--- config.mk ---
export PLATFORM = sky130hd
export DESIGN_NAME = fpmul_bf16_simd
export DESIGN_NICKNAME = d
export VERILOG_FILES = /design/src/rtl/fpall_pkg.sv /design/src/rtl/fpmul_bf16_lane.sv /design/src/rtl/fpmul_bf16_simd.sv
export SDC_FILE = /design/constraint.sdc
export NUM_CORES = 1
export LEC_CHECK = 0
export ABC_AREA = 1
export CAP_MARGIN = 20
export CORE_MARGIN = 8
export CORE_UTILIZATION = 55
export DETAILED_ROUTE_END_ITERATION = 6
export GPL_ROUTABILITY_DRIVEN = 0
export GPL_TIMING_DRIVEN = 0
export PLACE_DENSITY_LB_ADDON = 0.2
export SLEW_MARGIN = 5
export SYNTH_ARGS = -nofsm -noshare
export SYNTH_HDL_FRONTEND = slang
export SYNTH_SLANG_ARGS = --single-unit
--- constraint.sdc ---
create_clock -name clk -period 1.83 [get_ports clk]
set_input_delay 0.366 -clock clk [delete_from_list [all_inputs] [get_ports clk]]
set_output_delay 0.366 -clock clk [all_outputs]
set_load 0.02 [all_outputs]
--- src/rtl/fpall_pkg.sv ---
// ---------------------------------------------------------------------------
// fpall_pkg
// Shared bf16 definitions for the floating-point multiplier slice.
//   bf16_t        : packed {sign, exp[7:0], frac[6:0]}
//   bf16_flags_t  : packed {nv, of, uf, nx} exception flags (MSB = nv)
//   BF16_BIAS     : exponent bias (127)
//   BF16_QNAN     : canonical quiet NaN returned for every invalid result
// ---------------------------------------------------------------------------
package fpall_pkg;

    localparam int          BF16_BIAS = 127;
    localparam logic [15:0] BF16_QNAN = 16'h7FC0;

    typedef struct packed {
        logic       sign;
        logic [7:0] exp;
        logic [6:0] frac;
    } bf16_t;

    typedef struct packed {
        logic nv;
        logic of;
        logic uf;
        logic nx;
    } bf16_flags_t;

endpackage

--- src/rtl/fpmul_bf16_lane.sv ---
// ---------------------------------------------------------------------------
// fpmul_bf16_lane
// Combinational single-lane bf16 multiplier. Subnormal inputs are read as
// signed zero, results are rounded to nearest-even before the range checks,
// overflow saturates to signed Inf and underflow flushes to signed zero.
// Optional feature macro: FPMUL_BF16_FLAGS_EN adds the o_flags output.
// Ports:
//   i_x, i_y : bf16 operands
//   o_r      : bf16 product
//   o_flags  : {nv, of, uf, nx} for this lane (only with FPMUL_BF16_FLAGS_EN)
// ---------------------------------------------------------------------------
module fpmul_bf16_lane
    import fpall_pkg::*;
(
    input  bf16_t       i_x,
    input  bf16_t       i_y,
`ifdef FPMUL_BF16_FLAGS_EN
    output bf16_flags_t o_flags,
`endif
    output bf16_t       o_r
);

    logic               w_x_zero, w_x_inf, w_x_nan;
    logic               w_y_zero, w_y_inf, w_y_nan;
    logic               w_sign;
    logic               w_invalid;
    logic [15:0]        w_prod;
    logic               w_norm;
    logic [6:0]         w_frac_trunc;
    logic               w_guard;
    logic               w_sticky;
    logic               w_round_up;
    logic [7:0]         w_frac_rnd;
    logic signed [10:0] w_exp;
    logic               w_ovf;
    logic               w_unf;

    // exp==0 covers both true zero and subnormals (flushed on input)
    assign w_x_zero = (i_x.exp == 8'h00);
    assign w_x_inf  = (i_x.exp == 8'hFF) && (i_x.frac == 7'h00);
    assign w_x_nan  = (i_x.exp == 8'hFF) && (i_x.frac != 7'h00);
    assign w_y_zero = (i_y.exp == 8'h00);
    assign w_y_inf  = (i_y.exp == 8'hFF) && (i_y.frac == 7'h00);
    assign w_y_nan  = (i_y.exp == 8'hFF) && (i_y.frac != 7'h00);

    assign w_sign    = i_x.sign ^ i_y.sign;
    assign w_invalid = w_x_nan || w_y_nan || (w_x_inf && w_y_zero) || (w_x_zero && w_y_inf);

    // 1.f x 1.f lies in [1,4): bit 15 set means the product needs one right shift
    assign w_prod       = 16'({1'b1, i_x.frac}) * 16'({1'b1, i_y.frac});
    assign w_norm       = w_prod[15];
    assign w_frac_trunc = w_norm ? w_prod[14:8] : w_prod[13:7];
    assign w_guard      = w_norm ? w_prod[7]    : w_prod[6];
    assign w_sticky     = w_norm ? (|w_prod[6:0]) : (|w_prod[5:0]);
    assign w_round_up   = w_guard & (w_sticky | w_frac_trunc[0]);

    // Carry out of the rounded fraction means 1.1111111 rounded up to 10.0000000;
    // the fraction field is then already zero, only the exponent bumps.
    assign w_frac_rnd = {1'b0, w_frac_trunc} + {7'h00, w_round_up};
    assign w_exp = $signed({3'b000, i_x.exp} + {3'b000, i_y.exp}
                         + {10'h000, w_norm} + {10'h000, w_frac_rnd[7]}
                         - 11'(BF16_BIAS));

    assign w_ovf = (w_exp >= 11'sd255);
    assign w_unf = (w_exp <= 11'sd0);

    always_comb begin
        o_r = {w_sign, w_exp[7:0], w_frac_rnd[6:0]};
        if (w_invalid) begin
            o_r = BF16_QNAN;
        end else if (w_x_inf || w_y_inf) begin
            o_r = {w_sign, 8'hFF, 7'h00};
        end else if (w_x_zero || w_y_zero) begin
            o_r = {w_sign, 8'h00, 7'h00};
        end else if (w_ovf) begin
            o_r = {w_sign, 8'hFF, 7'h00};
        end else if (w_unf) begin
            o_r = {w_sign, 8'h00, 7'h00};
        end
    end

`ifdef FPMUL_BF16_FLAGS_EN
    logic w_snan;
    logic w_finite;

    // Only signalling NaNs (quiet bit clear) and Inf x 0 raise invalid
    assign w_snan   = (w_x_nan && !i_x.frac[6]) || (w_y_nan && !i_y.frac[6]);
    assign w_finite = !w_invalid && !w_x_inf && !w_y_inf && !w_x_zero && !w_y_zero;

    always_comb begin
        o_flags    = '0;
        o_flags.nv = (w_x_inf && w_y_zero) || (w_x_zero && w_y_inf) || w_snan;
        if (w_finite) begin
            o_flags.of = w_ovf;
            o_flags.uf = w_unf && !w_ovf;
            o_flags.nx = w_ovf || w_guard || w_sticky;
        end
    end
`endif

endmodule

--- src/rtl/fpmul_bf16_simd.sv ---
// ---------------------------------------------------------------------------
// fpmul_bf16_simd
// LANES-wide bf16 SIMD multiplier with a valid/ready handshake and a
// PIPE_STAGES-deep register pipeline that advances globally
// (adv = !out_valid || out_ready). Lane arithmetic sits in front of stage 0.
// Optional feature macro: FPMUL_BF16_FLAGS_EN adds per-lane exception flags
// aligned with out_r, sticky flags and a flag clear input.
// Ports:
//   clk, rst_n            : clock, asynchronous active-low reset
//   in_valid/in_ready     : input beat handshake
//   in_x, in_y            : packed operands, lane i at [16i+15:16i]
//   in_tag                : sideband echoed with the result
//   out_valid/out_ready   : output beat handshake
//   out_r, out_tag        : packed products and their tag
//   out_flags             : {nv,of,uf,nx} per lane (FPMUL_BF16_FLAGS_EN)
//   sticky_flags          : accumulated out_flags   (FPMUL_BF16_FLAGS_EN)
//   flags_clr             : clears sticky_flags     (FPMUL_BF16_FLAGS_EN)
// ---------------------------------------------------------------------------
module fpmul_bf16_simd
    import fpall_pkg::*;
#(
    parameter int LANES       = 2,
    parameter int PIPE_STAGES = 2,
    parameter int TAG_W       = 4
) (
    input  logic                  clk,
    input  logic                  rst_n,
    input  logic                  in_valid,
    output logic                  in_ready,
    input  logic [16*LANES-1:0]   in_x,
    input  logic [16*LANES-1:0]   in_y,
    input  logic [TAG_W-1:0]      in_tag,
    output logic                  out_valid,
    input  logic                  out_ready,
    output logic [16*LANES-1:0]   out_r,
`ifdef FPMUL_BF16_FLAGS_EN
    output logic [4*LANES-1:0]    out_flags,
    output logic [4*LANES-1:0]    sticky_flags,
    input  logic                  flags_clr,
`endif
    output logic [TAG_W-1:0]      out_tag
);

    logic                                   w_adv;
    logic [16*LANES-1:0]                    w_lane_r;
    logic [PIPE_STAGES-1:0]                 r_valid;
    logic [PIPE_STAGES-1:0][16*LANES-1:0]   r_data;
    logic [PIPE_STAGES-1:0][TAG_W-1:0]      r_tag;

`ifdef FPMUL_BF16_FLAGS_EN
    logic [4*LANES-1:0]                     w_lane_flags;
    logic [PIPE_STAGES-1:0][4*LANES-1:0]    r_flags;
    logic [4*LANES-1:0]                     r_sticky;
`endif

    assign w_adv    = !out_valid || out_ready;
    assign in_ready = w_adv;

    genvar gi;
    generate
        for (gi = 0; gi < LANES; gi++) begin : g_lane
            fpmul_bf16_lane u_lane (
                .i_x     (in_x[16*gi +: 16]),
                .i_y     (in_y[16*gi +: 16]),
`ifdef FPMUL_BF16_FLAGS_EN
                .o_flags (w_lane_flags[4*gi +: 4]),
`endif
                .o_r     (w_lane_r[16*gi +: 16])
            );
        end
    endgenerate

    // Stage 0 captures the lane results; every later stage copies its
    // predecessor. A bubble simply shifts through as valid=0.
    always_ff @(posedge clk or negedge rst_n) begin
        if (!rst_n) begin
            r_valid <= '0;
            r_data  <= '0;
            r_tag   <= '0;
        end else if (w_adv) begin
            r_valid[0] <= in_valid;
            r_data[0]  <= w_lane_r;
            r_tag[0]   <= in_tag;
            for (int k = 1; k < PIPE_STAGES; k++) begin
                r_valid[k] <= r_valid[k-1];
                r_data[k]  <= r_data[k-1];
                r_tag[k]   <= r_tag[k-1];
            end
        end
    end

    assign out_valid = r_valid[PIPE_STAGES-1];
    assign out_r     = r_data[PIPE_STAGES-1];
    assign out_tag   = r_tag[PIPE_STAGES-1];

`ifdef FPMUL_BF16_FLAGS_EN
    always_ff @(posedge clk or negedge rst_n) begin
        if (!rst_n) begin
            r_flags <= '0;
        end else if (w_adv) begin
            r_flags[0] <= w_lane_flags;
            for (int k = 1; k < PIPE_STAGES; k++) begin
                r_flags[k] <= r_flags[k-1];
            end
        end
    end

    // Clear is applied first so flags of a beat leaving this cycle survive it
    always_ff @(posedge clk or negedge rst_n) begin
        if (!rst_n) begin
            r_sticky <= '0;
        end else begin
            r_sticky <= (flags_clr ? '0 : r_sticky)
                      | ((out_valid && out_ready) ? out_flags : '0);
        end
    end

    assign out_flags    = r_flags[PIPE_STAGES-1];
    assign sticky_flags = r_sticky;
`endif

endmodule

==> run metrics, run 1 <==
status finished with violations; violated checks hold timing, setup timing; commonest non-fill, non-tap cell in the layout nand2_1; layout cells sized above 1 around a quarter; Nets between 2000 and 2500; Remaining DRCs 0; vias in the first global route around 10000; placed inst area between 10000 and 15000 sq um; Syn-to-layout area delta 34.0%; FP Rows 50; Yosys top cell by area nand2_1; Crit. End Element flop; Slew Limit Headroom roughly half; Die Width approximately 150 um; cell mode on critical path inv_2; hold buffers post-CTS 0; total track usage between 20% and 30%; routed via count around 10000; post-synthesis net count around 1800; fmax 0.158 GHz; sw power ~8.9 mW; Crit Path Max Fanout 7; post-route cell area 14100 sq um; worst slack at placement -5520 ps; Final Power about 18 mW; initial antenna violation count 0; final slew viol count 0; Reg clk slew, reported paths ~60 ps; total CTS buffers 9; number of synthesized flops with an enable pin 0; n_diodes 0; Critical Path Slowest Stage Cell fa_2; largest net degree at the start of global routing 39; slowest stage delay, CP 520 ps; ys async rst share 100%; Peak VDD IR 0.698 mV; Logic pwr share between 70% and 80%; Int Power ~9.5 mW; Worst Skew approximately 3.4 ps; Clock Power Share under 10%; crit path DAT between 6000 and 7000 ps; CP Class input pin to flop; grt total ovfl 0; initial core utilization a little under three fifths; # IOs 110; clk sinks 74; RSZ-0062 raised after global routing yes; count of different cell masters after synthesis 43; Post-Route Utilization 75.2%; dominant synthesized flop cell dfrtp_1; core area roughly 19000 sq um; fillcell total approximately 1400; # H-tree levels 3; hold slack -6.70 ps; Flop pwr share approximately an eighth; die area roughly 24000 sq um; Synth Register Bits 74; power density cells between 1000 and 1500 nW/um^2; pin slew with the least headroom to its limit around 730 ps; Mean Syn Cell Area ~6.6 sq um; synthesized cell area 10500 sq um; Skew-Pair Late Insertion Delay 320 ps; WL/cell ~13 um; most frequent cells in the layout 502 x nand2_1, 279 x inv_1, 136 x buf_4, 84 x ha_1, 79 x clkdlybuf4s50_1; Net Sw Frac 48.6%; root buffer selected by CTS clkbuf_16; top cell type's share of synthesized area around 20%; Port Buffers a little over 100; Data required, critical path between 2000 and 2500 ps; Synth Instances 1585; Hold Fails Final Rpt 10; first-pass GRT wire length between 40 and 50 mm; fin crit period between 6000 and 7000 ps; DR vias/cell approximately 5.0; antenna-violating nets left 0; HP Class input pin to asynchronous set/reset pin; leak pwr between 7 and 8 nW; post-synthesis sequential area ratio 17.6%; Starting DRT DRC Count 544; synth top area cells nand2_1 20%, dfrtp_1 18%, fa_1 15%, ha_1 12%, inv_1 11%; Detail Placement HPWL between 20 and 25 mm; drt pass-1 iters 5; drt total wl around 27 mm; CP Launch Type input pin; Final Cycle Share 346%; CTS tree done; Max Buffers Root-to-Sink 2; die height 154 um; Synthesis Warnings 0; final worst slack -4490 ps; # setup viols final 30; max_cap viols 0
[state kept, by name (all words and copies together) (netlist names)]
| register | cells |
|---|---|
| r_tag | 4 |
| out_tag | 4 |
| r_valid | 2 |
| out_r | 32 |
| r_data | 32 |
[power by group through the flow]
| stage | sequential, mW | combinational, mW | clock (mW) |
|---|---|---|---|
| CTS | 2.40 | 13.1 | 1.74 |
| global route | 2.45 | 15.9 | 1.80 |
| global placement | 2.39 | 11.0 | 0 |
| detailed placement | 2.42 | 11.3 | 0 |
| floorplan | 2.35 | 8.87 | 0 |
| finish | 2.40 | 14.3 | 1.73 |
[cells in the mapped netlist (2+ instances only)]
cell and instances:
fa_1 76, nand3b_1 5, o21ai_1 13, nand2_2 17
a21oi_1 51, and2_1 3, nand2_4 4, nor2_4 2
dfrtp_1 74, buf_4 38, buf_1 4, o21ai_2 2
nand4_1 28, inv_1 318, o21bai_1 3, a21o_1 2
or2_2 3, nor3_1 9, clkbuf_1 37, nand3_1 84
o21a_1 5, nor2_2 10, nor2_1 85, ha_1 100
xnor2_1 4, nand3_2 2, inv_2 7, a31oi_1 2
o21ai_0 13, nand2_1 548, xor2_1 15, nor4_1 8
nand3_4 2, a22o_1 2
[layer usage]
metal / track usage (%) / part of all wire (%) / vias up
met5: 0 / 0 / -
met4: 5.69 / 1.5 / 0
met3: 2.30 / 3.8 / 36
met2: 40.2 / 51 / 249
met1: 27.3 / 43 / 4798
li1: - / - / 5223
[final timing paths]
| check | start | end | slack (ps) | cells past startpoint |
|---|---|---|---|---|
| hold / removal | rst_n | out_r[28]$_DFFE_PN0P_ | -7 | 1 |
| max in group asynchronous | rst_n | r_tag[1]$_DFFE_PN0P_ | 1280 | 2 |
| min in group clk | r_valid[0]$_DFFE_PN0P_ | r_valid[1]$_DFFE_PN0P_ | 460 | 2 |
| setup / recovery | in_y[4] | r_data[10]$_DFFE_PN0P_ | -4490 | 38 |
| hold reg to reg | r_valid[0]$_DFFE_PN0P_ | r_valid[1]$_DFFE_PN0P_ | 460 | 2 |
| setup reg to reg | r_valid[1]$_DFFE_PN0P_ | r_data[5]$_DFFE_PN0P_ | 30 | 10 |
[critical path: cells and delay by family]
| family | cells | cell delay, ps |
|---|---|---|
| fa+ha+maj | 7 | 2980 |
| simple gates | 16 | 1760 |
| buf+inv | 11 | 880 |
| compound gates | 4 | 490 |
[logic make-up after synthesis]
group | Yosys count | synth area share [%]
flops | 74 | 17.6
buf+inv | 405 | 15.9
fa+ha+maj | 176 | 26.4
xor+xnor | 19 | 1.59
compound gates | 97 | 5.22
simple gates | 814 | 33.2
[stage by stage]
| stage | TNS [ps] | hold slack [ps] | std cells |
|---|---|---|---|
| 6_report | -131790 | -6.70 | 2045 |
| 3_3_place_gp | -317410 | 434 | 1920 |
| 2_1_floorplan | -126210 | 70.4 | 1585 |
| 5_1_grt | -139880 | 20.3 | 2045 |
| 3_5_place_dp | -170090 | 350 | 1921 |
| 4_1_cts | -129340 | 3.34 | 2027 |
[final cells by class]
type | instances | area (sq um) | area share (%)
Clock buffer | 10 | 239 | 1.70
Sequential cell | 74 | 1850 | 13.2
Inverter | 325 | 1220 | 8.69
Timing Repair Buffer | 210 | 1860 | 13.2
Clock inverter | 5 | 55.1 | 0.391
Tap cell | 234 | 293 | 2.08
Buffer | 80 | 741 | 5.27
Multi-Input combinational cell | 1107 | 7800 | 55.5
[what timing repair did]
action	4_1_cts	5_1_grt
buffers inserted	88	19
endpoints found under the setup margin	33	34
hold endpoints to repair	0	0
resized for setup	229	88
pin swaps	104	87
gates cloned	3	0
Note: power is estimated with default switching activity, not from simulation.
==> run 2: changes to the inputs <==
MAX_ROUTING_LAYER = met4   (was not set)
==> run metrics, run 2 (synthesized netlist as in run 1, its figures left out) <==
Max Buffers Root-to-Sink 2 (unchanged); setup TNS -131580 ps (was -131790 ps); # H-tree levels 3 (unchanged); final slew viol count 0 (unchanged); Starting DRT DRC Count 515 (was 544); first-pass GRT wire length 44.8 mm (about the same); Syn-to-layout area delta 34.1% (was 34.0%); die area 23800 sq um (unchanged); Register-to-Register Path Depth 10 (unchanged); FP Rows 50 (unchanged); Crit Path Max Fanout 7 (unchanged); die height 154 um (unchanged); drt total wl 27.0 mm (about the same); grt total ovfl 0 (unchanged); DR vias/cell 5.03 (was 5.04); total track usage 22.8% (was 22.1%); Int Power 9.47 mW (was 9.46 mW); Data required, critical path 2040 ps (was 2030 ps); HP Class input pin to asynchronous set/reset pin (unchanged); non-filler cells, final 2046 (was 2045); initial antenna violation count 0 (unchanged); n_diodes 0 (unchanged); fmax 0.158 GHz (about the same); vias in the first global route 10200 (about the same); Net Sw Frac 48.6% (about the same); # setup viols final 30 (unchanged); slowest stage delay, CP 520 ps (about the same); Reg clk slew, reported paths 60 ps (about the same); Slew Limit Headroom 51.4% (was 51.1%); Remaining DRCs 0 (unchanged); worst reg2reg endpoint r_data[5]$_DFFE_PN0P_ (unchanged); power density cells 1310 nW/um^2 (about the same); worst slack at placement -5520 ps (unchanged); Logic pwr share 77.6% (about the same); clk sinks 74 (unchanged); crit path DAT 6520 ps (was 6530 ps); antenna-violating nets left 0 (unchanged); status finished with violations (unchanged); WL/cell 13.2 um (about the same); r2r startpoint r_valid[1]$_DFFE_PN0P_ (unchanged); Final Power 18.4 mW (about the same); Placed Cells 1921 (unchanged); commonest non-fill, non-tap cell in the layout nand2_1 (unchanged); largest net degree at the start of global routing 39 (unchanged); core area 18700 sq um (unchanged); final worst slack -4480 ps (was -4490 ps); total CTS buffers 9 (unchanged); setup slack, reg-to-reg 30 ps (about the same); fin crit period 6310 ps (was 6320 ps); # IOs 110 (unchanged); max_cap viols 0 (unchanged); RSZ-0062 raised after global routing yes (unchanged); most frequent cells in the layout 502 x nand2_1, 280 x inv_1, 137 x buf_4, 84 x ha_1, 79 x clkdlybuf4s50_1 (was 502 x nand2_1, 279 x inv_1, 136 x buf_4, 84 x ha_1, 79 x clkdlybuf4s50_1); violated checks hold timing, setup timing (unchanged); Hold Fails Final Rpt 10 (unchanged); routed via count 10300 (about the same); Die Width 154 um (unchanged); sw power 8.95 mW (about the same); Crit. End Element flop (unchanged); CP Launch Type input pin (unchanged); Nets 2056 (was 2055); layout cells sized above 1 24.3% (was 24.2%); Peak VDD IR 0.693 mV (was 0.698 mV); root buffer selected by CTS clkbuf_16 (unchanged); Skew-Pair Late Insertion Delay 330 ps (was 320 ps); cell mode on critical path inv_2 (unchanged); leak pwr 7.97 nW (was 7.96 nW); CP Class input pin to flop (unchanged); drt pass-1 iters 5 (unchanged); Clock Power Share 9.4% (about the same); Critical Path Slowest Stage Cell fa_2 (unchanged); Detail Placement HPWL 20.1 mm (unchanged); Final Cycle Share 345% (was 346%); initial core utilization 56.1% (unchanged); Worst Skew 4.04 ps (was 3.43 ps); pin slew with the least headroom to its limit 726 ps (was 730 ps); CTS tree done (unchanged); hold slack -7.52 ps (was -6.70 ps); Port Buffers 101 (unchanged); Flop pwr share 13.0% (about the same)
## run 2: worst max-delay path by stage
| stage | slack, ps | end | start |
|---|---|---|---|
| global route | -4780 | r_data[5]$_DFFE_PN0P_ | in_y[4] |
| finish | -4480 | r_data[10]$_DFFE_PN0P_ | in_y[4] |
| detailed placement | -5520 | r_data[3]$_DFFE_PN0P_ | in_y[3] |
| global placement | -5420 | r_data[3]$_DFFE_PN0P_ | in_y[3] |
| CTS | -4470 | r_data[3]$_DFFE_PN0P_ | in_y[4] |
| floorplan | -4350 | r_data[3]$_DFFE_PN0P_ | in_y[2] |
## run 2: repair_timing
| item | CTS | global route |
|---|---|---|
| pin swaps | 104 | 86 |
| hold buffers | 0 | 0 |
| setup buffers | 88 | 20 |
| gates cloned | 3 | 0 |
| resized for setup | 229 | 87 |
| setup endpoints to repair | 33 | 34 |
## run 2: routing by layer
metal / up-vias / part of all wire, % / routed length, um / track usage (%)
met1: 4798 / 43 / 11700 / 27.4
li1: 5223 / - / - / -
met2: 225 / 51 / 13800 / 40.2
met4: 0 / 1.7 / 471 / 6.25
met3: 39 / 3.8 / 1040 / 2.02
met5: - / 0 / 0 / -
## run 2: layout make-up
type                            instances  area (sq um)
Fill cell                            1417          4630
Buffer                                 80           739
Sequential cell                        74          1850
Clock inverter                          5          55.1
Timing Repair Buffer                  211          1870
Tap cell                              234           293
Clock buffer                           10           239
Inverter                              325          1220
Multi-Input combinational cell       1107          7800
## run 2: power groups by stage
stage | sequential (mW) | clock (mW) | combinational [mW]
final | 2.40 | 1.73 | 14.3
after global routing | 2.45 | 1.80 | 15.9
after CTS | 2.40 | 1.74 | 13.1
after detailed placement | 2.42 | 0 | 11.3
after global placement | 2.39 | 0 | 11.0
after floorplan | 2.35 | 0 | 8.87
## run 2: through the flow
| step | cell area [sq um] | utilization (%) |
|---|---|---|
| global route | 14100 | 75.2 |
| global placement | 12100 | 64.9 |
| CTS | 13600 | 72.8 |
| finish | 14100 | 75.2 |
| floorplan | 10800 | - |
| detailed placement | 12200 | 65.0 |
## run 2: worst max-delay path: cells and delay by family
| family | cells | cell delay [ps] |
|---|---|---|
| buf+inv | 11 | 880 |
| compound gates | 4 | 490 |
| fa+ha+maj | 7 | 2980 |
| simple gates | 16 | 1760 |
